## src/rtl/tx_buffer.sv

```systemverilog
// Purpose : UART transmit message buffer. The host loads bytes by address, then
//           issues start/len. Bytes are streamed from index 0 over tx_start/tx_done.
// Latency : tx_start for byte 0 is one cycle after start is accepted. The next
//           tx_start follows one cycle after tx_done. done follows one cycle after
//           the last tx_done.
// Backpr. : stalls indefinitely in WAIT until the transmitter returns tx_done.
//           Writes and start are ignored while busy.
// Ports   : clk, rst_n (async, active low); wr/address/w_data write a slot;
//           start/len begin a send; tx_done acknowledges a byte;
//           tx_data/tx_start feed the transmitter; busy/done report status.
module tx_buffer #(
  parameter int DEPTH  = 5,
  parameter int DATA_W = 8
) (
  input  logic              clk,
  input  logic              rst_n,
  input  logic              wr,
  input  logic [2:0]        address,
  input  logic [DATA_W-1:0] w_data,
  input  logic              start,
  input  logic [2:0]        len,
  input  logic              tx_done,
  output logic [DATA_W-1:0] tx_data,
  output logic              tx_start,
  output logic              busy,
  output logic              done
);

  localparam logic [2:0] DEPTH_L = 3'(DEPTH);

  typedef enum logic [1:0] {IDLE, SEND, WAIT, FIN} state_t;

  state_t            state, state_nxt;
  logic [2:0]        idx, idx_nxt;
  logic [2:0]        cnt, cnt_nxt;
  logic              load;
  logic [DATA_W-1:0] load_dat;
  logic              wr_en;

  logic [DATA_W-1:0] mem [DEPTH];

  // The message is frozen while busy.
  assign wr_en = wr && (address < DEPTH_L) && !busy;

  // Message storage has no reset; software rewrites it before each send.
  always_ff @(posedge clk) begin
    if (wr_en) mem[address] <= w_data;
  end

  always_comb begin
    state_nxt = state;
    idx_nxt   = idx;
    cnt_nxt   = cnt;
    load      = 1'b0;
    case (state)
      IDLE: begin
        if (start && (len != 3'd0)) begin
          cnt_nxt   = (len > DEPTH_L) ? DEPTH_L : len;
          idx_nxt   = 3'd0;
          load      = 1'b1;
          state_nxt = SEND;
        end
      end
      SEND: state_nxt = WAIT;
      WAIT: begin
        if (tx_done) begin
          if (idx == cnt - 3'd1) begin
            state_nxt = FIN;
          end else begin
            idx_nxt   = idx + 3'd1;
            load      = 1'b1;
            state_nxt = SEND;
          end
        end
      end
      FIN: begin
        idx_nxt   = 3'd0;
        state_nxt = IDLE;
      end
      default: state_nxt = IDLE;
    endcase
    // A write landing on the same edge as an accepted start must be what
    // goes out, so bypass the array when it targets the slot being loaded.
    load_dat = (wr_en && (address == idx_nxt)) ? w_data : mem[idx_nxt];
  end

  // Outputs are flops decoded from the next state, so they switch cleanly
  // and drop to zero immediately on reset.
  always_ff @(posedge clk or negedge rst_n) begin
    if (!rst_n) begin
      state    <= IDLE;
      idx      <= 3'd0;
      cnt      <= 3'd0;
      tx_data  <= '0;
      tx_start <= 1'b0;
      busy     <= 1'b0;
      done     <= 1'b0;
    end else begin
      state    <= state_nxt;
      idx      <= idx_nxt;
      cnt      <= cnt_nxt;
      if (load) tx_data <= load_dat;
      tx_start <= (state_nxt == SEND);
      busy     <= (state_nxt == SEND) || (state_nxt == WAIT);
      done     <= (state_nxt == FIN);
    end
  end

endmodule

```

## config.mk

```make
export PLATFORM = sky130hd
export DESIGN_NAME = tx_buffer
export DESIGN_NICKNAME = d
export VERILOG_FILES = /design/src/rtl/tx_buffer.sv
export SDC_FILE = /design/constraint.sdc
export NUM_CORES = 1
export LEC_CHECK = 0
export BUFFER_PORTS_ARGS = -buffer_cell sky130_fd_sc_hd__buf_2
export CORE_ASPECT_RATIO = 1.2
export CORE_UTILIZATION = 25
export CTS_CLUSTER_DIAMETER = 30
export DETAILED_ROUTE_END_ITERATION = 16
export GPL_TIMING_DRIVEN = 0
export SETUP_SLACK_MARGIN = 0.15
export SLEW_MARGIN = 40
export SYNTH_ARGS = -nofsm -noshare
export SYNTH_HDL_FRONTEND = slang
export SYNTH_SLANG_ARGS = --single-unit
```

## constraint.sdc

```tcl
create_clock -name clk -period 6.4 [get_ports clk]
set_input_delay 1.28 -clock clk [delete_from_list [all_inputs] [get_ports clk]]
set_output_delay 1.28 -clock clk [all_outputs]
set_load 0.03 [all_outputs]
```

==> impl_results.md, run 1 <==
- Worst path slowest cell: a21oi_1
- Avg Synthesized Cell Area: 14.6 um^2
- Pwr/cell area: 451 nW/um^2
- CP max stage delay: 0.44 ns
- Synth top area cells: edfxtp_1, dfrtp_1, mux2i_1
- Hold Vio Cnt, Final: 0
- CTS tree: built
- Flops & latches, synth: 59
- Number of global-route vias before repair: 1723
- Critical Path RT: 6.66 ns
- CP startpoint kind: input port
- DR iter-0 viols: 69
- Top_reg_cell synth: edfxtp_1
- Resize count post-CTS: 0
- Final TNS setup: 0 ns
- Outcome: completed
- Critical Path Sink Type: flop
- Yosys top cell area share: 0.449
- Ratio of cells with drive above 1 in the final layout: 0.279
- Finished Layout Cells: 362
- Ys async rst share: 0.322
- Clock Skew: 0.00591 ns
- Peak VDD IR: 0.163 mV
- Logic pwr share: 0.333
- WL final: 5730 um
- Clk buf depth: 2
- Grt ovf: 0
- Port bufs: 29
- Count leader, synth: edfxtp_1
- Unique masters post-synth: 47
- Vias per cell: 4.66
- Yosys top cell by area: edfxtp_1
- Maxcap violations: 0
- GRT Total Usage: 0.118
- Post-CTS Setup Inserts: 0
- # hold bufs at CTS: 0
- Reg power frac: 0.340
- Clock net sink count: 59
- CTS root buf: clkbuf_16
- CTS clk-pin slew, worst paths: 0.05 ns
- Core area: 10500 um^2
- Antenna violations before repair: 0
- Num CTS Buffers: 9
- Headroom to the max-slew limit: 0.471
- Final HPWL DP: 3960 um
- Latest clock arrival within the worst-skew pair: 0.32 ns
- Seq/Total Area, Yosys: 0.626
- Initial core utilization: 0.256
- Post-route antenna net violation count: 0
- Tcrit/Tclk final: 0.507
- H-tree Lvls: 3
- RSZ-0062 raised after global routing: false
- Mapped Cells: 184
- Remaining DRCs: 0
- Number of synthesized flops with an enable pin: 40
- Dpl ws: 2.88 ns
- Synthesized area: 2680 um^2
- Drt pass-1 iters: 4
- Largest net degree at the start of global routing: 20
- Post-layout nets: 251
- Drt wl/cell: 15.8 um
- Die area: 11100 um^2
- Int Pwr: 0.00101 W
- First-pass GRT wire length: 9110 um
- Ant. Diodes: 0
- DR vias: 1687
- WS Path Type: in2reg
- Layout area overhead: 25.0%
- Crit path max fanout: 9
- FP Rows: 41
- Syn nets: 207
- Clk network pwr share: 0.327
- Die Y: 115 um
- Sw Share: 0.329
- Slew Viols, Final: 0
- Synth Warn #: 0
- Crit-path cells: buf_2 > or3_1 > a21oi_1 > o221a_2 > or2_2 > clkbuf_1 > nand2_1 > o221ai_1 > o221a_1
- Leak: 1.23 nW
- Worst slew pin tran: 0.789 ns
- Endpoints failing setup: 0
- Placed cell count: 346
- Fmax: 308 MHz
- Final setup margin: 3.15 ns
- GPL Wtd Cong: 0.720
- HP Class: reg2reg
- Post-synth top cells: edfxtp_1, dfrtp_1, mux2i_1
- Ports: 30
- Net switching power: 0.000497 W
- Chip Width: 96.5 um
- Crit path time final: 3.25 ns
- CP arrival: 3.50 ns
## power groups by stage
stage | Clock, W | Combinational [W] | Sequential (W)
floorplan | 0 | 0.000312 | 0.000576
global placement | 0 | 0.000490 | 0.000521
detailed placement | 0 | 0.000503 | 0.000521
CTS | 0.000505 | 0.000506 | 0.000514
global route | 0.000524 | 0.000548 | 0.000522
finish | 0.000493 | 0.000503 | 0.000513
## path summary, 6_finish.rpt
kind | start | endpoint | slack (ns) | cells after the start
setup / recovery | len[1] | tx_data[3] | 3.15 | 9
hold / removal | cnt[1] | cnt[1] | 0.51 | 2
setup reg to reg | cnt[0] | tx_data[3] | 3.51 | 10
hold reg to reg | cnt[1] | cnt[1] | 0.51 | 2
max in group asynchronous | rst_n | tx_data[6] | 5.15 | 1
min in group asynchronous | rst_n | done | 0.92 | 1
## per-stage QoR
stage | hold WS, ns | total power, W | utilization | instance area, um^2
after detailed placement | 0.482 | 0.00102 | 0.289 | 3030
after global routing | 0.565 | 0.00159 | 0.320 | 3350
final | 0.505 | 0.00151 | 0.320 | 3350
after global placement | 0.472 | 0.00101 | 0.285 | 2980
after CTS | 0.513 | 0.00152 | 0.319 | 3340
after floorplan | 0.450 | 0.000888 | - | 2680
## sequential cells by signal, indices dropped and copies added, names as in the netlist
register,flops
state,2
busy,1
mem,40
cnt,3
idx,3
done,1
tx_start,1
tx_data,8
## cell usage in the layout, fill, tap and decap left out, types with 2 or more instances in the layout
master / n
o21ai_0: 3
inv_1: 9
nand3b_1: 3
a211oi_1: 2
nand2b_1: 12
buf_4: 2
a21oi_1: 2
nor2_1: 2
xor2_1: 3
o221a_1: 7
clkbuf_16: 9
or3_1: 2
edfxtp_1: 40
buf_2: 33
nor2b_1: 2
bufinv_16: 2
o221ai_1: 8
clkbuf_1: 3
mux2i_1: 16
a31oi_1: 2
dfrtp_1: 19
ha_1: 4
nand2_1: 13
and2_1: 2
o32a_1: 2
## critical path, delay by kind of cell
kind | cells | cell delay [ns]
buffers and inverters | 2 | 0.55
AND/OR/NAND/NOR | 3 | 0.62
AO/OA/AOI/OAI | 4 | 1.04
## final cells by class
type                            count  area [um^2]
Tap cell                          129          161
Multi-Input combinational cell    112          971
Sequential cell                    59         1680
Inverter                            9         33.8
Buffer                              4         30.0
Fill cell                        1052         7120
Clock buffer                       11          233
Clock inverter                      5         77.6
Timing Repair Buffer               33          165
## cells by family after synthesis
family	after synthesis	share of synthesized area
multiplexers	18	0.0696
XOR/XNOR	5	0.0215
AND/OR/NAND/NOR	47	0.107
buffers and inverters	13	0.0238
flip-flops	59	0.626
adder cells (fa/ha/maj)	4	0.0187
AO/OA/AOI/OAI	38	0.134
## per-layer routing
metal  vias to the layer above  part of all wire  GRT usage
met2                        29              0.52      0.201
li1                        808                 -          -
met5                         -                 0          0
met4                         0             0.025     0.0706
met3                         9             0.035     0.0317
met1                       841              0.42      0.131
Power figures use the tool's default switching activity.
==> inputs of run 2 (changes only) <==
Clock period 6.4 ns to 2.99 ns, I/O delays scaled along.
==> impl_results.md, run 2 (synthesis results as in run 1) <==
- Crit path time final: 2.74 ns
- Fmax: 365 MHz
- CP arrival: 2.94 ns (-0.56 ns)
- Largest registers: mem x40, tx_data x8
- Final HPWL DP: 3960 um (unchanged)
- Clock net sink count: 59 (unchanged)
- Clk buf depth: 2 (unchanged)
- Leak: 1.24 nW (+0.54%)
- Remaining DRCs: 0 (unchanged)
- Num CTS Buffers: 9 (unchanged)
- Crit path from: idx[2]
- Hold Slack: 0.240 ns (-0.265 ns)
- Number of global-route vias before repair: 1723 (unchanged)
- Hold Vio Cnt, Final: 0 (unchanged)
- Slew Viols, Final: 0 (unchanged)
- Post-route antenna net violation count: 0 (unchanged)
- DR vias: 1687 (unchanged)
- WS Path Type: reg2reg
- First-pass GRT wire length: 9110 um (unchanged)
- DR iter-0 viols: 69 (unchanged)
- Critical Path Sink Type: flop
- Tcrit/Tclk final: 0.917
- FP Rows: 41 (unchanged)
- Drt pass-1 iters: 4 (unchanged)
- Die area: 11100 um^2 (unchanged)
- Ant. Diodes: 0 (unchanged)
- Latest clock arrival within the worst-skew pair: 0.32 ns (about the same)
- CTS clk-pin slew, worst paths: 0.05 ns (about the same)
- Maxcap violations: 0 (unchanged)
- Core area: 10500 um^2 (unchanged)
- Fill count: 1051 (-0.095%)
- Headroom to the max-slew limit: 0.472 (+0.00102)
- CTS tree: built
- CTS root buf: clkbuf_16
- Initial core utilization: 0.256 (unchanged)
- Dpl ws: 0.140 ns (-2.74 ns)
- Peak VDD IR: 0.355 mV (+120%)
- Port bufs: 29 (unchanged)
- Largest register FFs: 40 (unchanged)
- Clock Skew: 0.00680 ns (+0.000890 ns)
- Reg2reg start: idx[2]
- Die Y: 115 um (unchanged)
- WL final: 5770 um (+0.63%)
- Total Power: 0.00329 W (+120%)
- Grt ovf: 0 (unchanged)
- CP startpoint kind: flop
- Chip Width: 96.5 um (unchanged)
- Final TNS setup: 0 ns (unchanged)
- Sequential cell area: 1680 um^2 (unchanged)
- Pwr/cell area: 973 nW/um^2 (+120%)
- Area of the multi-input gates: 995 um^2 (+2.4%)
- Post-layout nets: 251 (unchanged)
- Antenna violations before repair: 0 (unchanged)
- Final setup margin: 0.249 ns (-2.90 ns)
- GPL Wtd Cong: 0.720 (unchanged)
- Layout area overhead: 26.1%
- Crit-path cells: buf_4 > xnor3_2 > a31o_4 > a221o_1 > buf_6 > mux2_4 > nor2_8 > nand3_4 > o221a_1
- Worst slew pin tran: 0.788 ns (-0.00152 ns)
- Top reg by flops: mem
- Largest net degree at the start of global routing: 20 (unchanged)
- Worst R2R Setup Slack: 0.25 ns (-3.26 ns)
- CP max stage delay: 0.43 ns (about the same)
- Endpoints failing setup: 0 (unchanged)
- Worst path slowest cell: xnor3_2
- Drt wl/cell: 15.9 um (+0.63%)
- Crit path max fanout: 9 (unchanged)
- Ports: 30 (unchanged)
- Ratio of cells with drive above 1 in the final layout: 0.296 (+0.0172)
- Vias per cell: 4.66 (unchanged)
- Outcome: completed
- Most frequent cells in the layout: edfxtp_1, buf_2, dfrtp_1, mux2i_1, nand2_1
- Critical Path RT: 3.19 ns (-3.47 ns)
- RSZ-0062 raised after global routing: false
- GRT Total Usage: 0.118 (unchanged)
- HP Class: in2async
- H-tree Lvls: 3 (unchanged)
- Commonest non-fill, non-tap cell in the layout: edfxtp_1
==> run 2: cell types whose count changed in the layout (fill, tap and decap cells not counted), sizes merged <==
cell    previous run  this run
buf               36        37
clkbuf            12        11
==> run 2: per-stage QoR <==
| stage | utilization | cells | instance area, um^2 |
|---|---|---|---|
| 3_3_place_gp | 0.285 | 342 | 2980 |
| 5_1_grt | 0.323 | 362 | 3380 |
| 4_1_cts | 0.319 | 362 | 3340 |
| 3_5_place_dp | 0.289 | 346 | 3030 |
| 6_report | 0.323 | 362 | 3380 |
| 2_1_floorplan | - | 184 | 2680 |
==> run 2: repair_timing <==
item / 4_1_cts / 5_1_grt
buffers inserted: 0 / 1
hold buffers: 0 / 0
endpoints found under the setup margin: 7 / 7
pin swaps: 0 / 3
resized for setup: 1 / 3
==> run 2: area by class of cell <==
type                       count  share of cell area
sequential                    59               0.497
clock inverter                 5              0.0230
inverter                       9              0.0100
clock buffer                  11              0.0689
timing repair buffer          34              0.0511
tap                          129              0.0478
multi-input combinational    112               0.295
buffer                         3             0.00778
==> run 2: final timing paths <==
check / end / depth (start not counted)
hold / removal: done / 1
min in group clk: cnt[1] / 2
setup / recovery: tx_data[3] / 9
max in group asynchronous: tx_data[6] / 1
setup reg to reg: tx_data[3] / 9
hold reg to reg: cnt[1] / 2
==> run 2: worst max-delay path: cells and delay by family (launching register included) <==
family | cells | cell delay (ns)
mux | 1 | 0.33
buf+inv | 2 | 0.32
flops | 1 | 0.35
xor+xnor | 1 | 0.43
simple gates | 2 | 0.27
compound gates | 3 | 0.90
==> run 2: power breakdown <==
group	internal (W)	switching (W)
logic	0.000452	0.000675
registers	0.00101	0.0000872
clock network	0.000725	0.000334
==> run 2: per-layer routing <==
metal,share of wire,up-vias,track usage
li1,-,805,-
met1,0.41,836,0.131
met2,0.52,37,0.201
met3,0.041,9,0.0317
met4,0.025,0,0.0706
met5,0,-,0
==> inputs of run 3 (changes only) <==
Settings changed: SETUP_SLACK_MARGIN 0.15 to 0.3.
==> impl_results.md, run 3 (synthesis results as in run 1) <==
- Fmax: 376 MHz (+2.9%)
- Tcrit/Tclk final: 0.891 (-0.0260)
- Top reg by flops: mem
- Drt wl/cell: 16.2 um (+1.5%)
- Ant. Diodes: 0 (unchanged)
- Core area: 10500 um^2 (unchanged)
- Latest clock arrival within the worst-skew pair: 0.32 ns (about the same)
- Most frequent cells in the layout: edfxtp_1, buf_2, dfrtp_1, mux2i_1, nand2_1
- CTS tree: built
- Metal2 WL: 3140 um (+4.8%)
- Slew Viols, Final: 0 (unchanged)
- Endpoints failing setup: 0 (unchanged)
- DR iter-0 viols: 77 (+12%)
- Num CTS Buffers: 9 (unchanged)
- Critical Path Sink Type: flop
- Final TNS setup: 0 ns (unchanged)
- Crit path time final: 2.66 ns (-0.0778 ns)
- RSZ-0062 raised after global routing: true
- Headroom to the max-slew limit: 0.471 (about the same)
- Fill count: 1034 (-1.6%)
- Remaining DRCs: 0 (unchanged)
- Total Power: 0.00341 W (+3.7%)
- Clk buf depth: 2 (unchanged)
- Peak VDD IR: 0.381 mV (+7.4%)
- CTS clk-pin slew, worst paths: 0.05 ns (about the same)
- CP startpoint kind: flop
- First-pass GRT wire length: 9250 um (+1.4%)
- Critical Path RT: 3.19 ns (about the same)
- Finished Layout Cells: 371 (+2.5%)
- Antenna violations before repair: 0 (unchanged)
- Maxcap violations: 0 (unchanged)
- Chip Width: 96.5 um (unchanged)
- Largest register FFs: 40 (unchanged)
- DR vias: 1731 (+2.6%)
- Number of global-route vias before repair: 1776 (+3.1%)
- CP arrival: 2.87 ns (-0.07 ns)
- Ratio of cells with drive above 1 in the final layout: 0.335 (+0.0386)
- CTS root buf: clkbuf_16
- GPL Wtd Cong: 0.720 (unchanged)
- H-tree Lvls: 3 (unchanged)
- Die Y: 115 um (unchanged)
- Grt ovf: 0 (unchanged)
- DR WL met3: 206 um (-12%)
- Largest net degree at the start of global routing: 20 (unchanged)
- Layout area overhead: 30.1%
- Clock Skew: 0.00536 ns (-0.00144 ns)
- Vias per cell: 4.67 (+0.12%)
- Placed cell count: 346 (unchanged)
- Clock net sink count: 59 (unchanged)
- FP Rows: 41 (unchanged)
- Largest registers: mem x40, tx_data x8
- Drt pass-1 iters: 4 (unchanged)
- Post-route antenna net violation count: 0 (unchanged)
- GRT Total Usage: 0.120 (+0.00112)
- Leak: 1.29 nW (+3.7%)
- Pwr/cell area: 978 nW/um^2 (+0.49%)
- Initial core utilization: 0.256 (unchanged)
- Hold Vio Cnt, Final: 0 (unchanged)
- Worst slew pin tran: 0.789 ns (+0.000664 ns)
- Top Metal Used: met4
- Ports: 30 (unchanged)
- Die area: 11100 um^2 (unchanged)
- WS Path Type: reg2reg
- WL final: 6000 um (+4.0%)
- Wl on met1: 2460 um (+3.0%)
- Commonest non-fill, non-tap cell in the layout: edfxtp_1
- Outcome: completed
- Final HPWL DP: 3960 um (unchanged)
- Port bufs: 29 (unchanged)
- Post-layout nets: 260 (+3.6%)
- Crit path max fanout: 7 (-2)
- HP Class: in2async
-- run 3: area by class of cell --
| class | instances | area, um^2 | share of cell area |
|---|---|---|---|
| Clock buffer | 11 | 233 | 0.0668 |
| Buffer | 4 | 33.8 | 0.00970 |
| Tap cell | 129 | 161 | 0.0463 |
| Multi-Input combinational cell | 112 | 1030 | 0.297 |
| Inverter | 9 | 33.8 | 0.00970 |
| Timing Repair Buffer | 42 | 233 | 0.0668 |
| Sequential cell | 59 | 1680 | 0.481 |
| Clock inverter | 5 | 77.6 | 0.0223 |
-- run 3: per-stage QoR --
stage | hold slack (ns) | setup slack, ns | util | cell area [um^2]
floorplan | 0.302 | 0.442 | - | 2680
global placement | 0.472 | 0.00286 | 0.285 | 2980
detailed placement | 0.482 | 0.140 | 0.289 | 3030
CTS | 0.249 | 0.300 | 0.325 | 3400
global route | 0.256 | 0.259 | 0.333 | 3480
finish | 0.238 | 0.327 | 0.333 | 3480
-- run 3: path summary, 6_finish.rpt --
kind	to	depth (start not counted)	from	slack, ns
max	tx_data[3]	9	idx[2]	0.33
min	done	1	rst_n	0.24
max reg2reg	tx_data[3]	9	idx[2]	0.33
min reg2reg	cnt[1]	2	cnt[1]	0.51
max in group asynchronous	tx_data[6]	1	rst_n	2.42
min in group clk	cnt[1]	2	cnt[1]	0.51
-- run 3: worst max-delay path, stage by stage (launching register included) --
cell and delay (ns):
dfrtp_1 0.37, buf_6 0.13, xnor3_2 0.43, a31o_4 0.27, a221o_1 0.33, buf_6 0.13
mux2_4 0.32, nor2_8 0.12, nand3_4 0.15, o221a_1 0.29
-- run 3: timing repair --
action / 4_1_cts / 5_1_grt
hold buffers: 0 / 0
buffers inserted: 5 / 4
setup endpoints to repair: 8 / 8
pin swaps: 3 / 6
gates resized for setup: 5 / 7
-- run 3: power breakdown --
group          switching, W  internal, W  leakage [nW]
Clock              0.000333     0.000725         0.151
Combinational      0.000716     0.000527         0.546
Sequential        0.0000935      0.00101         0.591
Total               0.00114      0.00226          1.29
-- run 3: layer usage --
metal  vias to the layer above  GRT usage
met5                         -          0
met4                         0     0.0784
li1                        827          -
met2                        35      0.201
met1                       856      0.130
met3                        13     0.0324
